`src/rtl/mcb_frame_sched.sv`:
```
// Frame-slot scheduler between an MCB frame writer and a frame reader.
// It hands the reader the newest completed slot and tracks drops, repeats, overruns and writer stalls.
module mcb_frame_sched #(
   parameter int C_ADDR_WIDTH = 30,
   parameter int ADDR_NUM     = 8,
   parameter int FRAME_SHIFT  = 24,
   parameter int START_FRAMES = 3,
   parameter int WD_CYCLES    = 2**24
) (
   input  logic                    reset,
   input  logic                    mcb_clk,
   input  logic [C_ADDR_WIDTH-1:0] wr_addr,
   input  logic                    wr_addr_valid,
   input  logic                    rd_frame_req,
   input  logic                    rd_frame_done,
   output logic                    rd_enable,
   output logic [C_ADDR_WIDTH-1:0] rd_base_addr,
   output logic                    rd_base_valid,
   output logic                    wr_stall,
   output logic                    overrun_err,
   output logic [15:0]             drop_cnt,
   output logic [15:0]             repeat_cnt
);

   localparam int SLOT_W = $clog2(ADDR_NUM);
   localparam int FILL_W = $clog2(ADDR_NUM);
   localparam int WD_W   = $clog2(WD_CYCLES + 1);

   localparam logic [FILL_W:0]   START_C = (FILL_W+1)'(START_FRAMES);
   localparam logic [WD_W-1:0]   WD_MAX  = WD_W'(WD_CYCLES);

   localparam logic [1:0] S_FILL  = 2'd0;
   localparam logic [1:0] S_RUN   = 2'd1;
   localparam logic [1:0] S_STALL = 2'd2;

   logic [1:0]        state_q, state_d;
   logic              have_wr_q, have_wr_d;
   logic [SLOT_W-1:0] wr_slot_q, wr_slot_d;
   logic [SLOT_W-1:0] last_done_q, last_done_d;
   logic              fresh_q, fresh_d;
   logic [FILL_W:0]   fill_cnt_q, fill_cnt_d;
   logic [SLOT_W-1:0] rd_slot_q, rd_slot_d;
   logic              rd_busy_q, rd_busy_d;
   logic              rd_valid_q, rd_valid_d;
   logic              overrun_q, overrun_d;
   logic [15:0]       drop_q, drop_d;
   logic [15:0]       repeat_q, repeat_d;
   logic [WD_W-1:0]   wd_q, wd_d;

   logic [SLOT_W-1:0] wr_slot_in;
   logic              completes;
   logic              grant;
   logic [SLOT_W-1:0] last_done_byp;
   logic              fresh_byp;
   logic              addr_unused;

   assign wr_slot_in  = wr_addr[FRAME_SHIFT +: SLOT_W];
   assign addr_unused = ^wr_addr;

   always_comb begin
      // A pulse completes the previous frame only once the writer has started one
      completes     = wr_addr_valid & have_wr_q;
      grant         = rd_frame_req & (state_q != S_FILL);
      last_done_byp = completes ? wr_slot_q : last_done_q;
      fresh_byp     = completes | fresh_q;

      state_d     = state_q;
      have_wr_d   = have_wr_q | wr_addr_valid;
      wr_slot_d   = wr_addr_valid ? wr_slot_in : wr_slot_q;
      last_done_d = last_done_byp;
      fresh_d     = fresh_byp;
      fill_cnt_d  = fill_cnt_q;
      rd_slot_d   = rd_slot_q;
      rd_busy_d   = rd_busy_q;
      rd_valid_d  = grant;
      overrun_d   = overrun_q;
      drop_d      = drop_q;
      repeat_d    = repeat_q;
      wd_d        = wr_addr_valid ? '0 : ((wd_q == WD_MAX) ? wd_q : wd_q + 1'b1);

      // A frame overwritten before the reader took it is a drop, unless taken this very cycle
      if (completes && fresh_q && !grant && drop_q != 16'hFFFF)
         drop_d = drop_q + 16'd1;

      if (grant) begin
         rd_busy_d = 1'b1;
         if (fresh_byp) begin
            rd_slot_d = last_done_byp;
            fresh_d   = 1'b0;
         end else if (repeat_q != 16'hFFFF) begin
            repeat_d = repeat_q + 16'd1;
         end
      end else if (rd_frame_done) begin
         rd_busy_d = 1'b0;
      end

      if (wr_addr_valid && rd_busy_q && wr_slot_in == rd_slot_q)
         overrun_d = 1'b1;

      case (state_q)
         S_FILL: begin
            if (completes) begin
               fill_cnt_d = fill_cnt_q + 1'b1;
               if (fill_cnt_q + 1'b1 == START_C)
                  state_d = S_RUN;
            end
         end
         S_RUN: begin
            if (wd_d == WD_MAX)
               state_d = S_STALL;
         end
         S_STALL: begin
            if (wr_addr_valid)
               state_d = S_RUN;
         end
         default: state_d = S_FILL;
      endcase
   end

   always_ff @(posedge mcb_clk or posedge reset) begin
      if (reset) begin
         state_q     <= S_FILL;
         have_wr_q   <= 1'b0;
         wr_slot_q   <= '0;
         last_done_q <= '0;
         fresh_q     <= 1'b0;
         fill_cnt_q  <= '0;
         rd_slot_q   <= '0;
         rd_busy_q   <= 1'b0;
         rd_valid_q  <= 1'b0;
         overrun_q   <= 1'b0;
         drop_q      <= '0;
         repeat_q    <= '0;
         wd_q        <= '0;
      end else begin
         state_q     <= state_d;
         have_wr_q   <= have_wr_d;
         wr_slot_q   <= wr_slot_d;
         last_done_q <= last_done_d;
         fresh_q     <= fresh_d;
         fill_cnt_q  <= fill_cnt_d;
         rd_slot_q   <= rd_slot_d;
         rd_busy_q   <= rd_busy_d;
         rd_valid_q  <= rd_valid_d;
         overrun_q   <= overrun_d;
         drop_q      <= drop_d;
         repeat_q    <= repeat_d;
         wd_q        <= wd_d;
      end
   end

   always_comb begin
      rd_base_addr = '0;
      rd_base_addr[FRAME_SHIFT +: SLOT_W] = rd_slot_q;
   end

   assign rd_enable     = (state_q != S_FILL);
   assign wr_stall      = (state_q == S_STALL);
   assign rd_base_valid = rd_valid_q;
   assign overrun_err   = overrun_q;
   assign drop_cnt      = drop_q;
   assign repeat_cnt    = repeat_q;

endmodule

```
`config.mk`:
```
export PLATFORM = sky130hd
export DESIGN_NAME = mcb_frame_sched
export DESIGN_NICKNAME = d
export VERILOG_FILES = /design/src/rtl/mcb_frame_sched.sv
export SDC_FILE = /design/constraint.sdc
export NUM_CORES = 1
export LEC_CHECK = 0
export ABC_CLOCK_PERIOD_IN_PS = 6100
export CORE_UTILIZATION = 53
export CTS_BUF_LIST = sky130_fd_sc_hd__clkbuf_4 sky130_fd_sc_hd__clkbuf_8 sky130_fd_sc_hd__clkbuf_16
export CTS_CLUSTER_DIAMETER = 50
export CTS_CLUSTER_SIZE = 28
export DETAILED_ROUTE_END_ITERATION = 7
export GPL_TIMING_DRIVEN = 0
export HOLD_SLACK_MARGIN = 0.06
export PLACE_DENSITY_LB_ADDON = 0.05
export SLEW_MARGIN = 15
export SYNTH_ARGS = -nofsm -noshare
export SYNTH_HDL_FRONTEND = slang
export SYNTH_SLANG_ARGS = --single-unit
```
`constraint.sdc`:
```
create_clock -name mcb_clk -period 6.1 [get_ports mcb_clk]
set_input_delay 0.61 -clock mcb_clk [delete_from_list [all_inputs] [get_ports mcb_clk]]
set_output_delay 0.61 -clock mcb_clk [all_outputs]
set_load 0.05 [all_outputs]
```
* After elaboration in Yosys (flattened, before gate mapping)
Cells that the tools add are included.
Word-level totals: flip-flop bits (word level) 77, latch bits 0, memory bits (writable) 0, memory bits (read-only) 0, output and inout bits 66, logic and storage cells 58, memories 0
Cells by class: $add $sub $neg 4, $mul 0, divide/modulo/power cells 0, order comparisons 0, equal/unequal tests 12, shift operators 0, muxes and demuxes 11, bitwise gates (word level) 5, reduce and logical (&&, ||, !) cells 13
Operator list (number):
- equality test 25 bit (second input constant) | 2
- 2-to-1 mux 25 bit | 2
- adder 16 x 1 -> 16 bit (second input constant) | 2
- != test 16 bit (second input constant) | 2
- adder 25 x 1 -> 25 bit (second input constant) | 1
- 2-to-1 mux 2 bit | 4
- != test 2 bit (second input constant) | 4
- one-hot mux 2 bit (3 select lines) | 1
- logical AND 1 bit | 5
- adder 4 x 1 -> 4 bit (second input constant) | 1
- equality test 4 x 2 -> 1 bit (second input constant) | 1
- AND reduction 2 bit | 2
- AND reduction 4 bit | 1
- nonzero test 2 bit | 2
- equality test 3 bit | 1
- 2-to-1 mux 1 bit | 3
- 2-to-1 mux 3 bit | 1
- AND reduction 3 bit | 1
- bitwise AND 1 bit | 2
- equality test 2 x 1 -> 1 bit (second input constant) | 1
- equality test 2 bit (second input constant) | 1
- logical NOT 2 bit | 1
- bitwise OR 1 bit | 2
- logical NOT 1 bit | 1
- NOT 1 bit | 1

* Logic depth before layout (Yosys ltp)
Gate-level depths: netlist of run 1.
word-level depth 6, depth in mapped cells 9

* Worst setup path before layout of run 1
Ideal clock, no wire load.
path type register -> register, start register wd_q[0], end register state_q[1], data arrival time 2.497 ns, path slack 3.533 ns, stages on the path, launching flop included 8, path through dfrtp_1 > ha_1 > nand4_1 > or4_4 > or4_4 > a2111o_1 > a2111oi_4 > a22o_1
Between the ends: cells in the longest elaborated chain, start to end 6, elaborated cells on any way between the ends 7, those cells by class add/sub (1); eq/ne (3); mux (2); reduce/logical (1)
Ends and longest elaborated chain:
- start, declared | line 48 | logic [WD_W-1:0] wd_q, wd_d;
- start signal, assigned | line 148 | wd_q <= wd_d;
- adder 25 x 1 -> 25 bit / equality test 25 bit (equally long branches) | line 79 | wd_d = wr_addr_valid ? '0 : ((wd_q == WD_MAX) ? wd_q : wd_q + 1'b1);
- 2-to-1 mux 25 bit (*) (2 in a row) | line 79
- equality test 25 bit (*) | line 109 | if (wd_d == WD_MAX)
- != test 2 bit (no source line) (*)
- AND reduction 4 bit (no source line) (*)
- end signal, assigned | line 136 | state_q <= state_d;
- end, declared | line 36 | logic [1:0] state_q, state_d;
Every way passes the cells marked *; elsewhere a longest branch is shown, timed or not. A chain may end at the register's enable or synchronous reset.

* Final worst setup path of run 1
start register wd_q[2], end register state_q[1]
The elaborated chain is that of the path after synthesis.

==> results.json, run 1 <==
{
  "antenna_left": 0,
  "cp-start-kind": "flip-flop",
  "htreeDepth": 3,
  "die_w_um": 89.5,
  "wl_per_cell_um": 14.0,
  "worst_pin_slew_ns": 0.833,
  "cp_max_fo": 10,
  "tns_ns": 0,
  "worst-setup-path-type": "flip-flop to flip-flop",
  "remaining_drc_errors": 0,
  "vias": 3074,
  "synth_area_um2": 4060,
  "grt_max_degree": 52,
  "final_max_slew_viol_count": 0,
  "areaGrowthSynthToFinish_pct": 22.5,
  "setup_viol": 0,
  "yosysTopAreaCell": "dfrtp_1",
  "overflow": 0,
  "synth.yosys.seq_area_share": 0.475,
  "synthTopCellsByArea": "dfrtp_1, xnor2_1, buf_4",
  "grt_pass1_vias": 2885,
  "cts_hold_buf": 0,
  "fin_area_um2": 4970,
  "maxSlewHeadroom": 0.440,
  "rsz0062_at_grt": "no",
  "start_util": 0.554,
  "dr.first_iter.drc_count": 139,
  "portBuffers": 46,
  "status": "finished clean",
  "fin_crit_sh": 0.502,
  "fin_skew_ns": 0.0116,
  "place_area_um2": 4770,
  "first_pass_iters": 4,
  "netlist-cell-type-count": 49,
  "dieArea_um2": 8010,
  "clockBufferDepth": 2,
  "maxCapViolCount": 0,
  "arrival_ns": 3.34,
  "synth_edf_count": 0,
  "yosysWarnings": 0,
  "synthCells": 398,
  "cts_setup_buffers": 0,
  "cts.sinks": 77,
  "hold_violations": 0,
  "timing.final.crit_period_ns": 3.06,
  "hp-class": "flip-flop to flip-flop",
  "power.density_nw_per_um2": 317,
  "fmax_mhz": 326,
  "multi_input_area_um2": 1930,
  "coreArea_um2": 7330,
  "synth_top_cell_area_share": 0.475,
  "hpwl_um": 6000,
  "clk_pin_slew_worst_paths_ns": 0.08,
  "nFillCells": 587,
  "row_count": 31,
  "insertedDiodeCount": 0,
  "synth_top_cells_by_count": "dfrtp_1, nor2_1, xnor2_1",
  "clk_latency_ns": 0.33,
  "syn_area_per_cell_um2": 10.2,
  "end_kind": "flip-flop",
  "crit_slowest_cell": "nor4_1",
  "cts-resized-gates": 0,
  "cts_tree": "yes",
  "root_buffer": "clkbuf_8",
  "seqCellArea_um2": 1930,
  "peakVddDrop_mv": 0.323,
  "io_pins": 101,
  "p_leak_uw": 0.00224,
  "wl_um": 8180,
  "numCtsBuffers": 9,
  "synthFlopType": "dfrtp_1",
  "async_reset_ff_frac": 1.00,
  "crit_required_ns": 6.37,
  "track_usage": 0.226,
  "grt_pass1_wl_um": 13700,
  "yosysMostFrequentCell": "dfrtp_1",
  "die_h_um": 89.5,
  "finalWeightedCongestion": 0.882,
  "antenna_found_initial": 0,
  "ys_seq_elements": 77,
  "drive_gt1_frac": 0.138,
  "cpPeakStageDelay_ns": 0.78,
  "nNetsFinal": 523,
  "viasPerCell": 5.26,
  "cp_cell_sequence": "buf_2 > nand4_1 > clkbuf_1 > nor4_1 > a311oi_1 > a2111o_1 > a2111oi_4 > a22o_1"
}
## layout make-up
class	count	share of cell area
sequential	77	0.388
multi-input combinational	295	0.388
timing repair buffer	47	0.0982
inverter	14	0.0111
clock buffer	9	0.0249
clock inverter	5	0.0156
tap	99	0.0249
buffer	38	0.0498
## worst max-delay path: cells and delay by family, from the launching register on
| kind | cells | cell delay [ns] |
|---|---|---|
| buffers and inverters | 2 | 0.45 |
| AND/OR/NAND/NOR | 2 | 0.96 |
| AO/OA/AOI/OAI | 4 | 1.29 |
| flip-flops | 1 | 0.32 |
## sequential cells by signal, indices dropped and copies added (netlist names)
register / count
wr_slot_q: 3
state_q: 2
rd_busy_q: 1
have_wr_q: 1
rd_slot_q: 3
rd_base_valid: 1
drop_cnt: 16
repeat_cnt: 16
fill_cnt_q: 4
wd_q: 25
last_done_q: 3
fresh_q: 1
overrun_err: 1
## metal layers
| metal | track usage | vias up | routed length (um) | share of wire |
|---|---|---|---|---|
| li1 | - | 1498 | - | - |
| met1 | 0.315 | 1473 | 3840 | 0.47 |
| met3 | 0.0425 | 6 | 404 | 0.049 |
| met2 | 0.356 | 97 | 3870 | 0.47 |
| met5 | 0 | - | 0 | 0 |
| met4 | 0.0750 | 0 | 69 | 0.0084 |
## path summary, 6_finish.rpt
check | startpoint | endpoint | slack, ns | cells after the start
max reg2reg | wd_q[2] | state_q[1] | 3.04 | 8
max | wd_q[2] | state_q[1] | 3.04 | 8
min | overrun_err | overrun_err | 0.48 | 1
min in group asynchronous | reset | drop_cnt[0] | 0.61 | 2
min reg2reg | overrun_err | overrun_err | 0.48 | 1
max in group asynchronous | reset | wr_slot_q[2] | 4.92 | 3
## kinds of logic after synthesis
| group | count (synthesis) | share of synthesized area |
|---|---|---|
| AO/OA/AOI/OAI | 35 | 0.0638 |
| XOR/XNOR | 58 | 0.125 |
| adder cells (fa/ha/maj) | 6 | 0.0185 |
| buffers and inverters | 52 | 0.0740 |
| flip-flops | 77 | 0.475 |
| multiplexers | 14 | 0.0382 |
| other | 1 | 0.000924 |
| AND/OR/NAND/NOR | 155 | 0.204 |
## per-stage QoR
stage | setup WS [ns] | power [uW] | std cells | utilization | hold WS, ns
2_1_floorplan | 3.52 | 1030 | 424 | - | 0.468
3_3_place_gp | 2.26 | 1170 | 569 | 0.647 | 0.457
3_5_place_dp | 3.13 | 1180 | 570 | 0.651 | 0.458
4_1_cts | 3.09 | 1590 | 584 | 0.678 | 0.481
5_1_grt | 2.85 | 1660 | 584 | 0.678 | 0.513
6_report | 3.04 | 1570 | 584 | 0.678 | 0.475
## cell usage in the layout (no fill, tap or decap), types with 9 or more instances in the layout
cell type,count
xnor2_1,36
nor2_1,39
mux2_2,12
clkdlybuf4s50_1,46
a21oi_1,10
nand2_1,23
dfrtp_1,77
clkbuf_8,9
xor2_1,22
inv_1,13
nand3_1,18
conb_1,27
and3_1,12
nand4_1,13
buf_4,27
## power breakdown
part	leakage, uW	internal, uW	switching (uW)
clock	0.000101	225	179
sequential	0.00101	582	73.1
combinational	0.00114	187	328
No activity file was read; power rests on OpenSTA's default activity.
==> run 2: changes to the inputs <==
- ABC_CLOCK_PERIOD_IN_PS: 6100 -> 2700
- CORE_UTILIZATION: 53 -> 45
- clock period: 6.1 -> 2.7 ns (I/O delays scaled with it)
==> results.json, run 2 (synthesized netlist as in run 1, its figures left out) <==
{
  "grt_pass1_wl_um": 14200,
  "worst-setup-path-type": "flip-flop to flip-flop",
  "overflow": 0,
  "p_comb_frac": 0.312,
  "r2r-end": "state_q[1]",
  "cts.sinks": 77,
  "portBuffers": 46,
  "die_w_um": 97.0,
  "largest_reg_flops": 25,
  "htreeDepth": 3,
  "setup_viol": 1,
  "hold_violations": 0,
  "p_clk_frac": 0.291,
  "status": "finished, violations left",
  "clk_latency_ns": 0.34,
  "r2r_start": "wd_q[0]",
  "fmax_mhz": 368,
  "timing.final.crit_period_ns": 2.72,
  "maxSlewHeadroom": 0.524,
  "vias": 3102,
  "root_buffer": "clkbuf_8",
  "seqPwrFrac": 0.397,
  "arrival_ns": 2.99,
  "cp-start-kind": "flip-flop",
  "remaining_drc_errors": 0,
  "insertedDiodeCount": 0,
  "power.density_nw_per_um2": 724,
  "hpwl_um": 5900,
  "dpl_worst_slack_ns": -0.249,
  "internal_power_uw": 2400,
  "dieArea_um2": 9400,
  "areaGrowthSynthToFinish_pct": 27.1,
  "numCtsBuffers": 9,
  "first_pass_iters": 4,
  "layout_commonest_cell": "dfrtp_1",
  "drive_gt1_frac": 0.177,
  "cp_max_fo": 6,
  "row_count": 34,
  "fin_skew_ns": 0.0122,
  "antenna_left": 0,
  "nNetsFinal": 528,
  "grt_max_degree": 49,
  "hp-class": "input port to async pin",
  "viasPerCell": 5.17,
  "fin_crit_sh": 1.01,
  "end_kind": "flip-flop",
  "power_uw": 3730,
  "switching_share": 0.358,
  "wl_per_cell_um": 13.8,
  "start_util": 0.465,
  "p_leak_uw": 0.00231,
  "clk_pin_slew_worst_paths_ns": 0.09,
  "largest-register": "wd_q",
  "startpoint": "wd_q[0]",
  "antenna_found_initial": 0,
  "clockBufferDepth": 2,
  "layout_common_cells": "dfrtp_1, clkdlybuf4s50_1, nor2_1",
  "violations": "setup timing",
  "cts_hold_buf": 0,
  "final_max_slew_viol_count": 0,
  "tns_ns": -0.0187,
  "die_h_um": 97.0,
  "wl_um": 8280,
  "cts_tree": "yes",
  "io_pins": 101,
  "switchingPower_uw": 1330,
  "finalWeightedCongestion": 0.854,
  "peakVddDrop_mv": 0.755,
  "grt_pass1_vias": 2909,
  "finish.utilization": 0.591,
  "coreArea_um2": 8720,
  "dr.first_iter.drc_count": 111,
  "worst_pin_slew_ns": 0.708,
  "finalWorstSetupSlack_ns": -0.0187,
  "reg2reg_slack_ns": -0.02,
  "rsz0062_at_grt": "yes",
  "track_usage": 0.186,
  "crit_required_ns": 2.97,
  "maxCapViolCount": 0,
  "reg2reg_depth": 7
}
==> run 2: worst max path at each step <==
stage	to	slack, ns	cells after the start
floorplan	state_q[1]	0.13	7
global placement	fill_cnt_q[3]	-0.86	2
detailed placement	state_q[1]	-0.25	8
CTS	state_q[1]	-0.002	7
global route	state_q[1]	-0.08	7
finish	state_q[1]	-0.02	7
==> run 2: power groups by stage <==
stage	Sequential [uW]	Clock, uW	Combinational (uW)
after global routing	1510	1160	1260
final	1480	1090	1170
after CTS	1480	1110	1170
after global placement	1500	0	1140
after floorplan	1810	0	510
after detailed placement	1500	0	1160
==> run 2: layer usage <==
layer | wire [um] | track usage | vias to the layer above
met5 | 0 | 0 | -
met4 | 55 | 0.0620 | 0
met3 | 526 | 0.0311 | 4
met2 | 3790 | 0.288 | 100
met1 | 3910 | 0.266 | 1492
li1 | - | - | 1506
==> run 2: metrics by stage <==
stage | area (um2) | cells | hold WS, ns
global route | 5160 | 600 | 0.293
CTS | 5080 | 596 | 0.281
detailed placement | 4780 | 579 | 0.460
floorplan | 4160 | 424 | 0.366
finish | 5160 | 600 | 0.275
global placement | 4750 | 578 | 0.457
==> run 2: worst max-delay path, stage by stage, from the launching register on <==
cell       delay [ns]
dfrtp_2          0.42
ha_4             0.19
nand4_1          0.14
or4_4            0.49
or4_4            0.52
a2111o_1         0.44
a2111oi_4        0.24
a22o_1           0.20
==> run 2: layout make-up <==
cell class	count	area (um2)
Clock inverter	5	106
Fill cell	757	3560
Tap cell	108	135
Sequential cell	77	1930
Multi-Input combinational cell	295	1990
Clock buffer	11	145
Buffer	37	256
Timing Repair Buffer	53	533
Inverter	14	55.1
==> run 2: timing repair <==
item	in CTS	in global routing
setup buffers	2	4
endpoints found under the hold margin	0	0
setup endpoints to repair	2	2
gates resized for setup	12	11
pin swaps	2	1
==> run 3: changes to the inputs <==
- ABC_AREA: unset -> 1
- CORE_MARGIN: unset -> 5
- CORE_UTILIZATION: 45 -> 46
==> results.json, run 3 <==
{
  "ys_seq_elements": 77,
  "cts-resized-gates": 0,
  "antenna_found_initial": 0,
  "largest_reg_flops": 25,
  "crit_required_ns": 2.93,
  "rsz0062_at_grt": "no",
  "dr.first_iter.drc_count": 126,
  "cts_tree": "yes",
  "netlist-cell-type-count": 31,
  "track_usage": 0.167,
  "synthTopCellsByArea": "dfrtp_1, nand2_1, inv_1",
  "nNetsFinal": 671,
  "syn_area_per_cell_um2": 7.92,
  "yosysWarnings": 0,
  "busiest_layer": "met2",
  "reg2reg_depth": 14,
  "cp.depth": 14,
  "clockBufferDepth": 2,
  "htreeDepth": 3,
  "worst_pin_slew_ns": 0.647,
  "status": "finished clean",
  "crit_slowest_cell": "dfrtp_1",
  "dpl_worst_slack_ns": 0.388,
  "finalWeightedCongestion": 0.864,
  "fin_skew_ns": 0.0105,
  "cts_hold_buf": 0,
  "layout_common_cells": "nand2_1, inv_1, dfrtp_1",
  "maxSlewHeadroom": 0.569,
  "maxCapViolCount": 0,
  "arrival_ns": 2.28,
  "fin_crit_sh": 0.760,
  "use_met2": 0.271,
  "gr-usage-met1": 0.214,
  "root_buffer": "clkbuf_8",
  "setup_viol": 0,
  "path_common_cell": "nand2_1",
  "dieArea_um2": 11400,
  "synth_top_cells_by_count": "nand2_1, inv_1, dfrtp_1",
  "synthCells": 546,
  "numCtsBuffers": 9,
  "wl_um": 8860,
  "synth_edf_count": 0,
  "grt_pass1_vias": 3430,
  "portBuffers": 46,
  "remaining_drc_errors": 0,
  "synth_top_cell_area_share": 0.445,
  "power.density_nw_per_um2": 668,
  "vias": 3448,
  "first_pass_iters": 4,
  "io_pins": 101,
  "cpPeakStageDelay_ns": 0.42,
  "clk_pin_slew_worst_paths_ns": 0.09,
  "antenna_left": 0,
  "synthFlopType": "dfrtp_1",
  "yosysTopAreaCell": "dfrtp_1",
  "synth_area_um2": 4330,
  "layout_commonest_cell": "nand2_1",
  "row_count": 35,
  "fmax_mhz": 488,
  "insertedDiodeCount": 0,
  "cp_num_buf_inv": 0,
  "hpwl_um": 6760,
  "largest-register": "wd_q",
  "final_max_slew_viol_count": 0,
  "p_leak_uw": 0.00278,
  "start_util": 0.470,
  "cp_cell_sequence": "ha_1 > nand2_2 > nor2_4 > nand2_2 > nor2_2 > nand3_1 > nand3_1 > nand2_1 > nor2_1 > nand2_1 > nor2_2 > nand2_1 > nand2_1 > nand2_1",
  "die_w_um": 107,
  "end_kind": "flip-flop",
  "timing.final.crit_period_ns": 2.05,
  "areaGrowthSynthToFinish_pct": 20.8,
  "cp-start-kind": "flip-flop",
  "use_met3": 0.0614,
  "hp-class": "input port to async pin",
  "viasPerCell": 4.62,
  "cts.sinks": 77,
  "path_delay_family": "simple AND/OR/NAND/NOR gates",
  "yosysMostFrequentCell": "nand2_1",
  "grt_max_degree": 58,
  "nFillCells": 878,
  "wl_per_cell_um": 11.9,
  "drive_gt1_frac": 0.128,
  "cp_max_fo": 4,
  "overflow": 0,
  "peakVddDrop_mv": 0.636,
  "clk_latency_ns": 0.35,
  "grt_pass1_wl_um": 15400,
  "worst-setup-path-type": "flip-flop to flip-flop",
  "whs_ns": 0.220,
  "finalWorstSetupSlack_ns": 0.649,
  "async_reset_ff_frac": 1.00,
  "coreArea_um2": 9200,
  "hold_violations": 0,
  "cts_setup_buffers": 0,
  "die_h_um": 107,
  "synth.yosys.seq_area_share": 0.445
}
run 3: cell count changes after synthesis, moves of 11 or more:
cell,before,now
nor2_2,0,11
nor2_1,39,62
nand2_1,23,116
mux2_2,12,1
and3_1,12,0
o21ai_0,5,19
nand3_1,18,52
xnor2_1,36,12
inv_1,14,82
run 3: logic make-up (layout without fill, tap and decap cells):
group                    Yosys count  after routing  share of synthesized area
adder cells (fa/ha/maj)            6              6                     0.0174
AO/OA/AOI/OAI                     27             27                     0.0347
XOR/XNOR                          38             38                     0.0769
AND/OR/NAND/NOR                  282            282                      0.300
flip-flops                        77             77                      0.445
buffers and inverters            114            177                      0.122
multiplexers                       1              1                    0.00260
other                              1             27                   0.000867
run 3: power by group:
group          leakage (uW)  internal [uW]  switching [uW]
combinational       0.00170            396             823
sequential         0.000995           1320             167
clock             0.0000933            337             449
total               0.00278           2050            1440
run 3: area by class of cell:
| cell class | count | area [um2] | share of cell area |
|---|---|---|---|
| Buffer | 30 | 214 | 0.0409 |
| Clock buffer | 9 | 124 | 0.0237 |
| Clock inverter | 7 | 50.0 | 0.00957 |
| Inverter | 84 | 318 | 0.0608 |
| Multi-Input combinational cell | 381 | 1970 | 0.376 |
| Sequential cell | 77 | 1930 | 0.369 |
| Tap cell | 111 | 139 | 0.0266 |
| Timing Repair Buffer | 47 | 488 | 0.0933 |
run 3: metrics by stage:
step / area (um2) / utilization / power (uW) / TNS (ns) / cells
floorplan: 4420 / - / 2360 / 0 / 572
global placement: 5020 / 0.546 / 2710 / -69.28 / 729
detailed placement: 5050 / 0.550 / 2730 / 0 / 730
CTS: 5230 / 0.568 / 3540 / 0 / 746
global route: 5230 / 0.568 / 3700 / 0 / 746
finish: 5230 / 0.568 / 3490 / 0 / 746
run 3: final timing paths:
path / slack [ns] / end / from
max: 0.65 / state_q[0] / wd_q[1]
min: 0.22 / drop_cnt[6] / reset
max reg2reg: 0.65 / state_q[0] / wd_q[1]
min reg2reg: 0.48 / overrun_err / overrun_err
max in group asynchronous: 1.90 / wd_q[6] / reset
min in group mcb_clk: 0.47 / rd_busy_q / rd_frame_done
run 3: routing by layer:
metal	share of wire	routed length (um)	vias up
met5	0	0	-
met4	0.011	97	0
met3	0.054	480	9
met2	0.47	4150	65
met1	0.47	4130	1569
li1	-	-	1805
